## src/rtl/scatter_pkg.sv

```systemverilog
// scatter_pkg: state encodings, one-hot helper and default sizes shared with the main control unit
package scatter_pkg;
  typedef enum logic [1:0] {S_COLLECT, S_ACK, S_WAIT_DONE, S_REPORT} state_t;
  localparam int P_DEFAULT = 4;
  localparam int INDEX_WIDTH_DEFAULT = 8;
  function automatic logic is_one_hot(input logic [31:0] v);
    return v != '0 && (v & (v - 32'd1)) == '0;
  endfunction
endpackage

```

## src/rtl/scatter_lane.sv

```systemverilog
// scatter_lane: per-lane index registers, start pulse and accepted/done round bits
module scatter_lane #(
  parameter int W = 8
) (
  input  logic         i_Clock,
  input  logic         i_Reset,
  input  logic         load,
  input  logic         clear,
  input  logic         core_done,
  input  logic [W-1:0] next_row,
  input  logic [W-1:0] next_column,
  output logic [W-1:0] row,
  output logic [W-1:0] column,
  output logic         start,
  output logic         accepted,
  output logic         done
);
  // latch indexes on accept, pulse start, track round membership and completion
  always_ff @(posedge i_Clock or negedge i_Reset)
    if (!i_Reset) begin
      row <= '0;
      column <= '0;
      start <= 1'b0;
      accepted <= 1'b0;
      done <= 1'b0;
    end else begin
      row <= load ? next_row : row;
      column <= load ? next_column : column;
      start <= load;
      accepted <= clear ? 1'b0 : accepted | load;
      done <= clear ? 1'b0 : done | (core_done & accepted);
    end
endmodule

```

## src/rtl/scatter_responder.sv

```systemverilog
// scatter_responder: accepts one-hot scattered index offers, starts cores, reports round completion
module scatter_responder
  import scatter_pkg::*;
#(
  parameter int P = P_DEFAULT,
  parameter int INDEX_WIDTH = INDEX_WIDTH_DEFAULT
) (
  input  logic                     i_Clock,
  input  logic                     i_Reset,
  input  logic [INDEX_WIDTH-1:0]   i_Row_Index,
  input  logic [INDEX_WIDTH-1:0]   i_Column_Index,
  input  logic [P-1:0]             i_Indexes_Ready,
  output logic                     o_Indexes_Received,
  output logic                     o_Result_Ready,
  output logic [P*INDEX_WIDTH-1:0] o_Core_Row,
  output logic [P*INDEX_WIDTH-1:0] o_Core_Column,
  output logic [P-1:0]             o_Core_Start,
  input  logic [P-1:0]             i_Core_Done,
  output logic                     o_Error
);
  state_t state, state_next;
  logic [P-1:0] accepted, done, load;
  logic one_hot, all_done, offer, clear, fault;
  assign one_hot = is_one_hot(32'(i_Indexes_Ready));
  assign all_done = ((done | i_Core_Done) & accepted) == accepted;
  assign load = offer ? i_Indexes_Ready : '0;
  // state register
  always_ff @(posedge i_Clock or negedge i_Reset)
    if (!i_Reset) state <= S_COLLECT;
    else state <= state_next;
  // next-state: accept -> ack -> collect, close on empty select, report once all accepted lanes are done
  always_comb begin
    state_next = state;
    case (state)
      S_COLLECT:   state_next = offer ? S_ACK : (i_Indexes_Ready == '0 && accepted != '0) ? S_WAIT_DONE : S_COLLECT;
      S_ACK:       state_next = S_COLLECT;
      S_WAIT_DONE: state_next = all_done ? S_REPORT : S_WAIT_DONE;
      default:     state_next = S_COLLECT;
    endcase
  end
  // decoded actions: new-lane offer, round completion and protocol faults
  always_comb begin
    offer = state == S_COLLECT && one_hot && (i_Indexes_Ready & accepted) == '0;
    clear = state == S_WAIT_DONE && all_done;
    fault = (state == S_COLLECT && i_Indexes_Ready != '0 && !one_hot) || (i_Core_Done & ~accepted) != '0;
  end
  // registered acknowledge, result pulse and sticky error
  always_ff @(posedge i_Clock or negedge i_Reset)
    if (!i_Reset) begin
      o_Indexes_Received <= 1'b0;
      o_Result_Ready <= 1'b0;
      o_Error <= 1'b0;
    end else begin
      o_Indexes_Received <= offer;
      o_Result_Ready <= clear;
      o_Error <= o_Error | fault;
    end
  for (genvar i = 0; i < P; i++) begin : g_lane
    scatter_lane #(.W(INDEX_WIDTH)) u_lane (
      .i_Clock     (i_Clock),
      .i_Reset     (i_Reset),
      .load        (load[i]),
      .clear       (clear),
      .core_done   (i_Core_Done[i]),
      .next_row    (i_Row_Index),
      .next_column (i_Column_Index),
      .row         (o_Core_Row[i*INDEX_WIDTH +: INDEX_WIDTH]),
      .column      (o_Core_Column[i*INDEX_WIDTH +: INDEX_WIDTH]),
      .start       (o_Core_Start[i]),
      .accepted    (accepted[i]),
      .done        (done[i])
    );
  end
endmodule
```

## config.mk

```make
export PLATFORM = sky130hd
export DESIGN_NAME = scatter_responder
export DESIGN_NICKNAME = d
export VERILOG_FILES = /design/src/rtl/scatter_pkg.sv /design/src/rtl/scatter_lane.sv /design/src/rtl/scatter_responder.sv
export SDC_FILE = /design/constraint.sdc
export NUM_CORES = 1
export LEC_CHECK = 0
export BUFFER_PORTS_ARGS = -buffer_cell sky130_fd_sc_hd__buf_4
export CORE_ASPECT_RATIO = 0.6
export CORE_MARGIN = 3
export CORE_UTILIZATION = 51
export DETAILED_ROUTE_END_ITERATION = 8
export HOLD_SLACK_MARGIN = 0.05
export MAX_ROUTING_LAYER = met4
export PLACE_DENSITY_LB_ADDON = 0.12
export SLEW_MARGIN = 20
export SYNTH_ARGS = -nofsm -noshare
export SYNTH_HDL_FRONTEND = slang
export SYNTH_SLANG_ARGS = --single-unit
```

## constraint.sdc

```tcl
create_clock -name i_Clock -period 2.2 [get_ports i_Clock]
set_clock_uncertainty 0.1 [all_clocks]
set_input_delay 0.44 -clock i_Clock [delete_from_list [all_inputs] [get_ports i_Clock]]
set_output_delay 0.44 -clock i_Clock [all_outputs]
set_load 0.02 [all_outputs]
```

== Word level (Yosys, flattened, before mapping) ==
Cells that the tools add are included.

* Add/sub/neg operators: 1
* Equal/unequal tests: 2
* Mux-type cells: 13
* Bitwise logic cells: 19
* Reductions and logical operators: 16

{| class="wikitable"
|+ Operators by type and width
! cell !! count
|-
| $and 4x32->32 || 1
|-
| $logic_not 32->1 || 1
|-
| $and 4x4->4 || 3
|-
| $reduce_bool 4->1 || 3
|-
| $mux 1 || 9
|-
| $or 1x1->1 || 9
|-
| $logic_not 4->1 || 2
|-
| $logic_and 1x1->1 || 7
|-
| $sub 4x1->5 const B || 1
|-
| $and 1x1->1 || 4
|-
| $eq 4x4->1 || 1
|-
| $mux 2 || 2
|-
| $mux 4 || 1
|-
| $not 4->4 || 1
|-
| $or 4x4->4 || 1
|-
| $pmux 2 s2 || 1
|-
| $eq 2x2->1 const B || 1
|-
| $logic_not 2->1 || 1
|-
| $logic_not 1->1 || 1
|-
| $logic_or 1x1->1 || 1
|}

* Register bits after elaboration: 81
* Input bits: 26
* Output and inout bits: 71

== Depth between registers and ports, before layout ==
Gate-level depths: netlist of run 1.

* Depth in word-level cells: 9
* Depth in mapped cells: 8

== Hierarchy ==
Synthesis of run 1 repeated with hierarchy kept, for this count alone.

* Cells, all modules: 201
* Area total of the unflattened synthesis: 3323.2 um^2

{| class="wikitable"
|+ By module, submodules not included
! module !! instances !! cells each !! area each (um^2) !! seq. area each (um^2)
|-
| scatter_lane || 4 || 41 || 737.0 || 475.5
|-
| scatter_responder || 1 || 37 || 375.4 || 125.1
|}

== Worst setup path after synthesis of run 1 ==
No wires, ideal clock.

* Kind: input port to flip-flop
* Start point: in i_Indexes_Ready[2]
* End point: reg g_lane[2].u_lane.column[0]
* Setup time: 0.125 ns
* Data arrival time: 2.091 ns
* Data required time: 1.975 ns
* Setup slack: -0.116 ns
* Stages: 8
* Buffers on the path: 4
* Cell sequence: buf_2 -> or4_4 -> and3_1 -> buf_6 -> and4_1 -> buf_6 -> buf_12 -> mux2_4

* Cells in the longest elaborated chain, start to end: 7

{| class="wikitable"
|+ Ends and longest elaborated chain
! item !! RTL line !! RTL
|-
| start, declared || scatter_responder.sv:12 || <nowiki>input logic [P-1:0] i_Indexes_Ready,</nowiki>
|-
| $sub 4x1->5 || scatter_pkg.sv:7 || <nowiki>return v != '0 && (v & (v - 32'd1)) == '0;</nowiki>
|-
| $and 4x32->32 || scatter_pkg.sv:7 ||
|-
| $logic_not 32->1 || scatter_pkg.sv:7 ||
|-
| $logic_and 1x1->1 || scatter_pkg.sv:7 ||
|-
| $logic_and 1x1->1 (2 in a row) || scatter_responder.sv:43 || <nowiki>offer = state == S_COLLECT && one_hot && (i_Indexes_Ready & accepted) == '0;</nowiki>
|-
| $mux 4 * || scatter_responder.sv:26 || <nowiki>assign load = offer ? i_Indexes_Ready : '0;</nowiki>
|-
| named net g_lane[2].u_lane.load || scatter_lane.sv:7 || <nowiki>input logic load,</nowiki>
|-
| end signal, assigned || scatter_lane.sv:28 || <nowiki>column <= load ? next_column : column;</nowiki>
|-
| end, declared || scatter_lane.sv:13 || <nowiki>output logic [W-1:0] column,</nowiki>
|}

The timed path passes the listed nets; every way through them passes the cells marked *.
A chain may end at the register's enable or synchronous reset.

== Worst setup path after layout of run 1 ==
* Start point: reg g_lane[3].u_lane.accepted
* End point: reg g_lane[2].u_lane.row[6]

* Cells in the longest elaborated chain, start to end: 4

{| class="wikitable"
|+ Ends and longest elaborated chain
! item !! RTL line !! RTL
|-
| start, declared || scatter_lane.sv:15 || <nowiki>output logic accepted,</nowiki>
|-
| start signal, assigned || scatter_lane.sv:30 || <nowiki>accepted <= clear ? 1'b0 : accepted | load;</nowiki>
|-
| $and 4x4->4 || scatter_responder.sv:43 ||
|-
| $logic_not 4->1 || scatter_responder.sv:43 ||
|-
| $logic_and 1x1->1 || scatter_responder.sv:43 ||
|-
| $mux 4 || scatter_responder.sv:26 ||
|-
| end signal, assigned || scatter_lane.sv:27 || <nowiki>row <= load ? next_row : row;</nowiki>
|-
| end, declared || scatter_lane.sv:12 || <nowiki>output logic [W-1:0] row,</nowiki>
|}

Every way passes these cells.

==> impl_metrics.yaml, run 1 <==
synthesis:
  synth.most_common_cell: "dfrtp_1"
  async_flop_share_pct: 100.0
  ys_seq_area_share_pct: 63.65
  synth-warning-count: 0
  synth_top_area_share_pct: 63.65
  ys.flop_type: "dfrtp_1"
  ys_ff_latch: 81
  syn_inst: 209
  synth_top_area_cell: "dfrtp_1"
  syn-num-nets: 235
  ys_top_cells_by_area: "dfrtp_1 (64%), mux2_2 (19%), mux2_4 (4.2%)"
  ys_top_cells_by_count: "dfrtp_1 (81), mux2_2 (55), nor2_1 (10)"
  synth_edf_count: 0
  syn_area_sq_um: 3184
  ys_types: 32
  avgSynthCellArea_sq_um: 15.24
drt:
  routed_wirelength_mm: 6.891
  drt_first_pass_iters: 4
  viasPerCell: 5.155
  wire_per_inst_um: 16.93
  drcViolationCount: 0
  vias: 2098
  antenna_left: 0
  initialDrtViolationCount: 91
clocking:
  cts_made_buffers: 9
  cts.sinks: 81
  cts_tree: "yes"
  clock_path_buffers: 2
  clk_latency_ns: 0.34
  cts_root_buffer: "clkbuf_8"
  clk_pin_slew_ns: 0.08
  cts_max_level: 3
status:
  status: "complete, no violations"
worst_setup_path:
  worstSetupEndpointType: "flop"
  cp-start-kind: "flop"
  cp_max_fo: 17
  cp.arrival_ns: 2.09
  worst_ep_required_time_ns: 2.33
  critPathKind: "reg2reg"
run:
  max_cap_violations: 0
sta:
  worstMarginPinSlew_ns: 0.5480
  worst_slew_margin_rel_pct: 63.47
  min_period_ns: 1.962
  clock.fmax_mhz: 509.8
  setup_viol: 0
  tns_ns: 0
  fin_crit_sh_pct: 89.17
  hold_violations: 0
  rsz0062_at_grt: "no"
  slew_violations: 0
grt:
  grt_util_all_layers_pct: 21.32
  grt_pass1_vias: 2093
  grt_max_degree: 45
  grt.overflow.total: 0
  antenna_found_initial: 0
  grt_pass1_wl_mm: 11.05
die:
  core_area_sq_um: 5807
  die_height_um: 67.21
  die-area_sq_um: 7259
  initial_core_util_pct: 54.84
  fp.dieW_um: 108.0
  rows: 21
  boundaryPins: 97
place:
  dp_cells: 390
  post_dp_cell_area_sq_um: 4096
  port_buffers: 96
  dpl.hpwl_mm: 5.074
  gp_congestion: 0.7973
worst_hold_path:
  hp-class: "in2reg"
final_layout:
  drive_gt1_share_pct: 61.16
  syn2layout_area_growth_pct: 35.64
  n_antenna_cell: 0
  final_area_sq_um: 4319
  fin_cells: 407
  fillers: 393
  nNetsFinal: 348
power_and_ir_drop:
  powerDensity_nw_per_um2: 1528
  ir_drop_mv: 0.8057
  power.leakage_nw: 2.113
## timing repair
| item | 4_1_cts | 5_1_grt |
|---|---|---|
| setup endpoints to repair | 0 | 0 |
| buffers inserted | 0 | 0 |
| hold buffers | 1 | 0 |
| endpoints found under the hold margin | 41 | 0 |
| gates resized for setup | 0 | 0 |
## flip-flops by register name, summed over array words and instances (netlist names)
signal and flops:
g_lane.u_lane.accepted 4, g_lane.u_lane.column 32, o_Indexes_Received 1, o_Error 1
g_lane.u_lane.done 4, o_Result_Ready 1, g_lane.u_lane.start 4, g_lane.u_lane.row 32
state 2
## routing by layer
| metal | vias to the layer above | GRT usage, % | wire length, um |
|---|---|---|---|
| met5 | - | - | 0 |
| met4 | 0 | 5.197 | 29 |
| met3 | 2 | 7.927 | 549 |
| met2 | 86 | 29.41 | 2919 |
| met1 | 1047 | 30.06 | 3391 |
| li1 | 963 | - | - |
## per-stage QoR
step / power, W / hold slack [ns] / worst slack [ns] / utilization [%]
finish: 0.006601 / 0.2482 / 0.2383 / 74.38
global route: 0.006993 / 0.2211 / 0.1266 / 74.38
floorplan: 0.004186 / 0.04441 / 0.002099 / -
global placement: 0.005467 / 0.3290 / -0.01331 / 70.55
CTS: 0.006666 / 0.2216 / 0.2363 / 74.38
detailed placement: 0.005529 / 0.3474 / -0.01374 / 70.55
## power breakdown
part           internal (W)  leakage [nW]  switching (W)
clock              0.000589        0.0982       0.000513
sequential          0.00218         0.997       0.000420
combinational       0.00146          1.02        0.00144
## critical path: stages (launching register included)
cell      delay [ns]
dfrtp_1         0.41
a222oi_1        0.32
and3_4          0.25
and4_1          0.24
buf_12          0.19
mux2_2          0.34
## placed cells by master (no fill, tap or decap), drive strengths merged, types with 2 or more instances in the layout
cell type  instances
buf              114
a21oi              7
clkinvlp           3
inv                7
nor4               2
nor3b              3
a222oi             2
nor3               2
nor2              10
mux2              64
dfrtp             81
nand2              3
and3               3
clkbuf            11
## area by class of cell
type | count | area, sq um | share of cell area [%]
tap | 80 | 100.1 | 2.317
inverter | 6 | 22.52 | 0.5214
sequential | 81 | 2027 | 46.93
multi-input combinational | 109 | 1041 | 24.10
timing repair buffer | 115 | 915.9 | 21.21
clock inverter | 5 | 61.31 | 1.419
clock buffer | 11 | 151.4 | 3.505
## cells by family after synthesis
kind of cell	after synthesis	synth area share, %
AND/OR/NAND/NOR	30	5.580
AO/OA/AOI/OAI	14	2.947
flip-flops	81	63.65
buffers and inverters	19	3.811
adder cells (fa/ha/maj)	1	0.3144
multiplexers	64	23.69
## final timing paths
kind                       slack, ns                      start  depth (start not counted)                    endpoint
max                             0.24  g_lane[3].u_lane.accepted                          5     g_lane[2].u_lane.row[6]
min                             0.25             i_Row_Index[2]                          2     g_lane[1].u_lane.row[2]
max reg2reg                     0.24  g_lane[3].u_lane.accepted                          5     g_lane[2].u_lane.row[6]
min reg2reg                     0.37                   state[0]                          1                    state[1]
max in group asynchronous       0.84                    i_Reset                          3  g_lane[2].u_lane.column[3]
min in group asynchronous       0.51                    i_Reset                          2     g_lane[3].u_lane.row[7]
Power figures use the tool's default switching activity.
==> run 2, diff against run 1 <==
BUFFER_PORTS_ARGS = -buffer_cell sky130_fd_sc_hd__buf_2   (was -buffer_cell sky130_fd_sc_hd__buf_4)
CORE_MARGIN = 1.5   (was 3)
==> run 2 against run 1 <==
Compared with the run above:
- first-iteration DRC count down 5.5%
- sequential cell count unchanged
- critical path type unchanged
- sequential share of layout area increased by 2.4 points
- cell area is 4.9% lower
- core utilization down 6.9 points
- critical endpoint unchanged
==> impl_metrics.yaml, run 2 (synthesis gave the netlist of run 1 again) <==
grt:
  antenna_found_initial: 0
  grt_max_degree: 49
  grt_pass1_vias: 2083
  grt_pass1_wl_mm: 10.79
  grt_util_all_layers_pct: 22.08
  grt.overflow.total: 0
final_layout:
  syn2layout_area_growth_pct: 29.00
  largestRegisters: "g_lane.u_lane.column: 32 flops, g_lane.u_lane.row: 32 flops"
  nNetsFinal: 348
  drive_gt1_share_pct: 60.74
  most-common-layout-cells: "buf_2 (95), dfrtp_1 (81), mux2_2 (55)"
  n_antenna_cell: 0
  final_area_sq_um: 4108
  mostFrequentLayoutCell: "buf_2"
sta:
  clock.fmax_mhz: 486.7
  rsz0062_at_grt: "no"
  hold_violations: 0
  worstMarginPinSlew_ns: 0.4397
  worst_slew_margin_rel_pct: 70.27
  fin_crit_sh_pct: 93.38
  setup_viol: 0
  hold_ws_ns: 0.2661
  slew_violations: 0
  min_period_ns: 2.054
die:
  boundaryPins: 97
  die-area_sq_um: 6742
  core_area_sq_um: 6083
  die_height_um: 64.21
  fp.dieW_um: 105.0
  initial_core_util_pct: 52.34
  rows: 22
worst_setup_path:
  cp_max_fo: 10
  critPathKind: "reg2reg"
  worst_ep_required_time_ns: 2.33
  cp.arrival_ns: 2.18
  r2r-end: "g_lane[2].u_lane.row[6]"
  ff2ff_path_depth: 5
  path_delay_family: "simple AND/OR/NAND/NOR gates"
  cp-start-kind: "flop"
  cp_num_buf_inv: 1
  path_cells: "a222oi_1 -> and3_4 -> and4_1 -> buf_12 -> mux2_2"
  worstSetupEndpointType: "flop"
  slowest_delay_ns: 0.43
  r2r_start: "g_lane[0].u_lane.accepted"
  reg2reg_slack_ns: 0.15
  slowest_stage: "dfrtp_1"
clocking:
  cts_tree: "yes"
  ctsResizeCount: 0
  clk_latency_ns: 0.34
  cts_root_buffer: "clkbuf_8"
  clock_path_buffers: 2
  cts_setup_buffers: 0
  clk_pin_slew_ns: 0.07
  cts_made_buffers: 9
  cts_max_level: 3
  cts.sinks: 81
power_and_ir_drop:
  power.leakage_nw: 2.061
  powerDensity_nw_per_um2: 1511
  ir_drop_mv: 0.7870
drt:
  antenna_left: 0
  routed_wirelength_mm: 6.554
  drcViolationCount: 0
  initialDrtViolationCount: 86
  vias: 2083
  wire_per_inst_um: 15.99
  drt_first_pass_iters: 4
  viasPerCell: 5.080
worst_hold_path:
  hold_depth: 2
  hp-start: "i_Row_Index[5]"
  hp-class: "in2reg"
  whs_endpoint: "g_lane[1].u_lane.row[5]"
status:
  status: "complete, no violations"
place:
  dpl.hpwl_mm: 4.796
  post_dp_cell_area_sq_um: 3889
  port_buffers: 96
  gp_congestion: 0.8767
run:
  max_cap_violations: 0
==> run 2: changes by cell type in the layout (fill, tap and decap cells not counted), sizes merged <==
cell	previous run	this run
bufinv	1	2
clkbuf	11	10
clkinv	0	2
clkinvlp	3	1
inv	7	6
==> run 2: what timing repair did <==
action,in CTS,in global routing
setup endpoints to repair,0,0
hold buffers,1,0
endpoints found under the hold margin,33,0
==> run 2: how the worst max path moves through the flow <==
stage | from | to | slack [ns] | depth (start not counted)
floorplan | i_Indexes_Ready[2] | g_lane[1].u_lane.column[0] | 0.002 | 7
global placement | i_Indexes_Ready[1] | g_lane[2].u_lane.row[1] | 0.0004 | 7
detailed placement | i_Indexes_Ready[0] | g_lane[0].u_lane.column[0] | -0.03 | 7
CTS | g_lane[0].u_lane.accepted | g_lane[2].u_lane.row[6] | 0.13 | 5
global route | g_lane[0].u_lane.accepted | g_lane[2].u_lane.row[6] | 0.04 | 5
finish | g_lane[0].u_lane.accepted | g_lane[2].u_lane.row[6] | 0.15 | 5
==> run 2: layer usage <==
layer	track usage, %	vias up	share of wire (%)
met2	32.60	68	45
met3	7.551	8	5.6
met4	4.623	0	0.96
met1	29.91	1042	48
li1	-	965	-
met5	-	-	0
==> run 2: layout make-up <==
class / count / area [sq um]
Sequential cell: 81 / 2027
Fill cell: 474 / 1976
Multi-Input combinational cell: 109 / 1041
Timing Repair Buffer: 115 / 703.2
Clock buffer: 10 / 127.6
Tap cell: 84 / 105.1
Clock inverter: 5 / 81.33
Inverter: 6 / 22.52
==> run 2: report_power, final <==
part	internal (W)	switching, W
combinational	0.00111	0.00143
clock	0.000633	0.000494
sequential	0.00218	0.000359
==> run 2: per-stage QoR <==
step | total power, W | cells | worst slack (ns) | TNS (ns) | util (%)
final | 0.006206 | 410 | 0.1456 | 0 | 67.52
after global placement | 0.005039 | 394 | 0.0004061 | 0 | 63.92
after detailed placement | 0.005123 | 394 | -0.02733 | -0.1749 | 63.92
after global routing | 0.006562 | 410 | 0.03677 | 0 | 67.52
after CTS | 0.006282 | 410 | 0.1322 | 0 | 67.52
after floorplan | 0.004186 | 209 | 0.002099 | 0 | -
==> run 3, diff against run 2 <==
==> constraint.sdc (replaced) <==
create_clock -name i_Clock -period 2.2 [get_ports i_Clock]
set_clock_uncertainty 0.1 [all_clocks]
set_input_delay 0.11 -clock i_Clock [delete_from_list [all_inputs] [get_ports i_Clock]]
set_output_delay 0.11 -clock i_Clock [all_outputs]
set_load 0.02 [all_outputs]
==> run 3 against run 2 <==
Compared with the run above:
- wire length is 3.2% higher
- clock power is 24% higher
- cell area is 4.0% higher
- critical path depth is 2 higher
- die area stayed put
- critical endpoint is now g_lane[2].u_lane.column[3]
- highest routed layer unchanged
==> impl_metrics.yaml, run 3 (synthesis gave the netlist of run 1 again) <==
clocking:
  cts.sinks: 81
  clk_latency_ns: 0.35
  clock_path_buffers: 2
  cts_setup_buffers: 0
  cts_max_level: 3
  clk_pin_slew_ns: 0.08
  cts_tree: "yes"
  cts_root_buffer: "clkbuf_8"
  cts_made_buffers: 9
sta:
  rsz0062_at_grt: "no"
  worstMarginPinSlew_ns: 0.5264
  fin_crit_sh_pct: 96.76
  hold_violations: 0
  worst_slew_margin_rel_pct: 64.91
  clock.fmax_mhz: 469.8
  tns_ns: 0
  min_period_ns: 2.129
  slew_violations: 0
  setup_viol: 0
  hold_ws_ns: 0.1358
place:
  dpl.hpwl_mm: 4.660
  port_buffers: 96
  post_dp_cell_area_sq_um: 3774
  gp_congestion: 0.8970
power_and_ir_drop:
  seq_power_share_pct: 39.3
  p_total_w: 0.006453
  p_sw_w: 0.002322
  powerDensity_nw_per_um2: 1511
  p_sw_share_pct: 35.98
  p_clk_share_pct: 21.7
  cellInternalPower_w: 0.004131
  combPwrFrac_pct: 39.0
  power.leakage_nw: 2.123
  ir_drop_mv: 0.8639
die:
  die_height_um: 64.21
  boundaryPins: 97
  core_area_sq_um: 6083
  fp.dieW_um: 105.0
  rows: 22
  die-area_sq_um: 6742
  initial_core_util_pct: 52.34
final_layout:
  most-common-layout-cells: "buf_2 (95), dfrtp_1 (81), mux2_2 (55)"
  nNetsFinal: 362
  drive_gt1_share_pct: 56.01
  n_antenna_cell: 0
  final_area_sq_um: 4270
  fillers: 434
  syn2layout_area_growth_pct: 34.11
  largestRegisters: "g_lane.u_lane.column: 32 flops, g_lane.u_lane.row: 32 flops"
  mostFrequentLayoutCell: "buf_2"
drt:
  viasPerCell: 5.033
  wire_per_inst_um: 15.92
  drcViolationCount: 0
  drt_first_pass_iters: 5
  initialDrtViolationCount: 92
  antenna_left: 0
  vias: 2139
  routed_wirelength_mm: 6.766
grt:
  grt_pass1_vias: 2072
  grt_pass1_wl_mm: 10.90
  grt.overflow.total: 0
  grt_max_degree: 42
  grt_util_all_layers_pct: 22.56
  antenna_found_initial: 0
worst_setup_path:
  cp_max_fo: 17
  worstSetupEndpointType: "flop"
  cp-start-kind: "input port"
  cp.arrival_ns: 2.26
  critPathKind: "in2reg"
  worst_ep_required_time_ns: 2.33
worst_hold_path:
  hp-class: "in2reg"
run:
  max_cap_violations: 0
status:
  status: "complete, no violations"
## run 3: cell types whose count changed in the layout (fill, tap and decap cells not counted), sizes merged
cell         before  now
clkinvlp          1    0
clkinv            2    3
dlygate4sd3       1   23
bufinv            2    4
clkbuf           10    9
buf             114  106
## run 3: per-layer routing
layer / up-vias / part of all wire [%] / wire, um / GRT usage [%]
li1: 994 / - / - / -
met1: 1055 / 49 / 3336 / 32.23
met2: 82 / 43 / 2919 / 30.31
met3: 8 / 6.5 / 441 / 6.531
met4: 0 / 1.0 / 69 / 8.733
met5: - / 0 / 0 / -
## run 3: metrics by stage
stage          utilization [%]  setup WS [ns]  cells
2_1_floorplan                -         0.1664    209
3_3_place_gp             62.03         0.2608    386
3_5_place_dp             62.03         0.2158    386
4_1_cts                  70.20         0.1167    425
5_1_grt                  70.20        0.03482    425
6_report                 70.20        0.07138    425
## run 3: repair_timing
action	4_1_cts	5_1_grt
resized for setup	0	0
hold buffers	23	0
endpoints found under the hold margin	111	0
## run 3: path summary, 6_finish.rpt
path                                            from                         end  slack [ns]  depth (start not counted)
min                               i_Indexes_Ready[1]      g_lane[3].u_lane.start        0.14                          3
min reg2reg                                 state[0]                    state[1]        0.34                          1
max reg2reg                g_lane[3].u_lane.accepted     g_lane[2].u_lane.row[2]        0.17                          5
min in group asynchronous                    i_Reset  g_lane[0].u_lane.column[3]        0.18                          2
max in group asynchronous                    i_Reset      g_lane[1].u_lane.start        1.21                          3
max                               i_Indexes_Ready[2]  g_lane[2].u_lane.column[3]        0.07                          7
## run 3: worst max-delay path: stages
cell and delay [ns]:
dlygate4sd3_1 0.53, buf_2 0.17, or4_4 0.49, and3_1 0.22, and4_1 0.25, buf_12 0.17
mux2_4 0.30
## run 3: area by class of cell
| type | count | area (sq um) | area share, % |
|---|---|---|---|
| flip-flops and latches | 81 | 2027 | 47.47 |
| repair buffers | 129 | 813.3 | 19.04 |
| clock buffers | 9 | 123.9 | 2.901 |
| inverters | 6 | 22.52 | 0.5274 |
| clock inverters | 7 | 142.6 | 3.340 |
| well taps | 84 | 105.1 | 2.461 |
| multi-input cells | 109 | 1036 | 24.26 |
## run 3: power groups by stage
stage	clock, W	sequential (W)	combinational, W
global route	0.00150	0.00262	0.00267
CTS	0.00143	0.00253	0.00253
floorplan	0	0.00328	0.000890
global placement	0	0.00253	0.00246
detailed placement	0	0.00255	0.00250
finish	0.00140	0.00254	0.00252
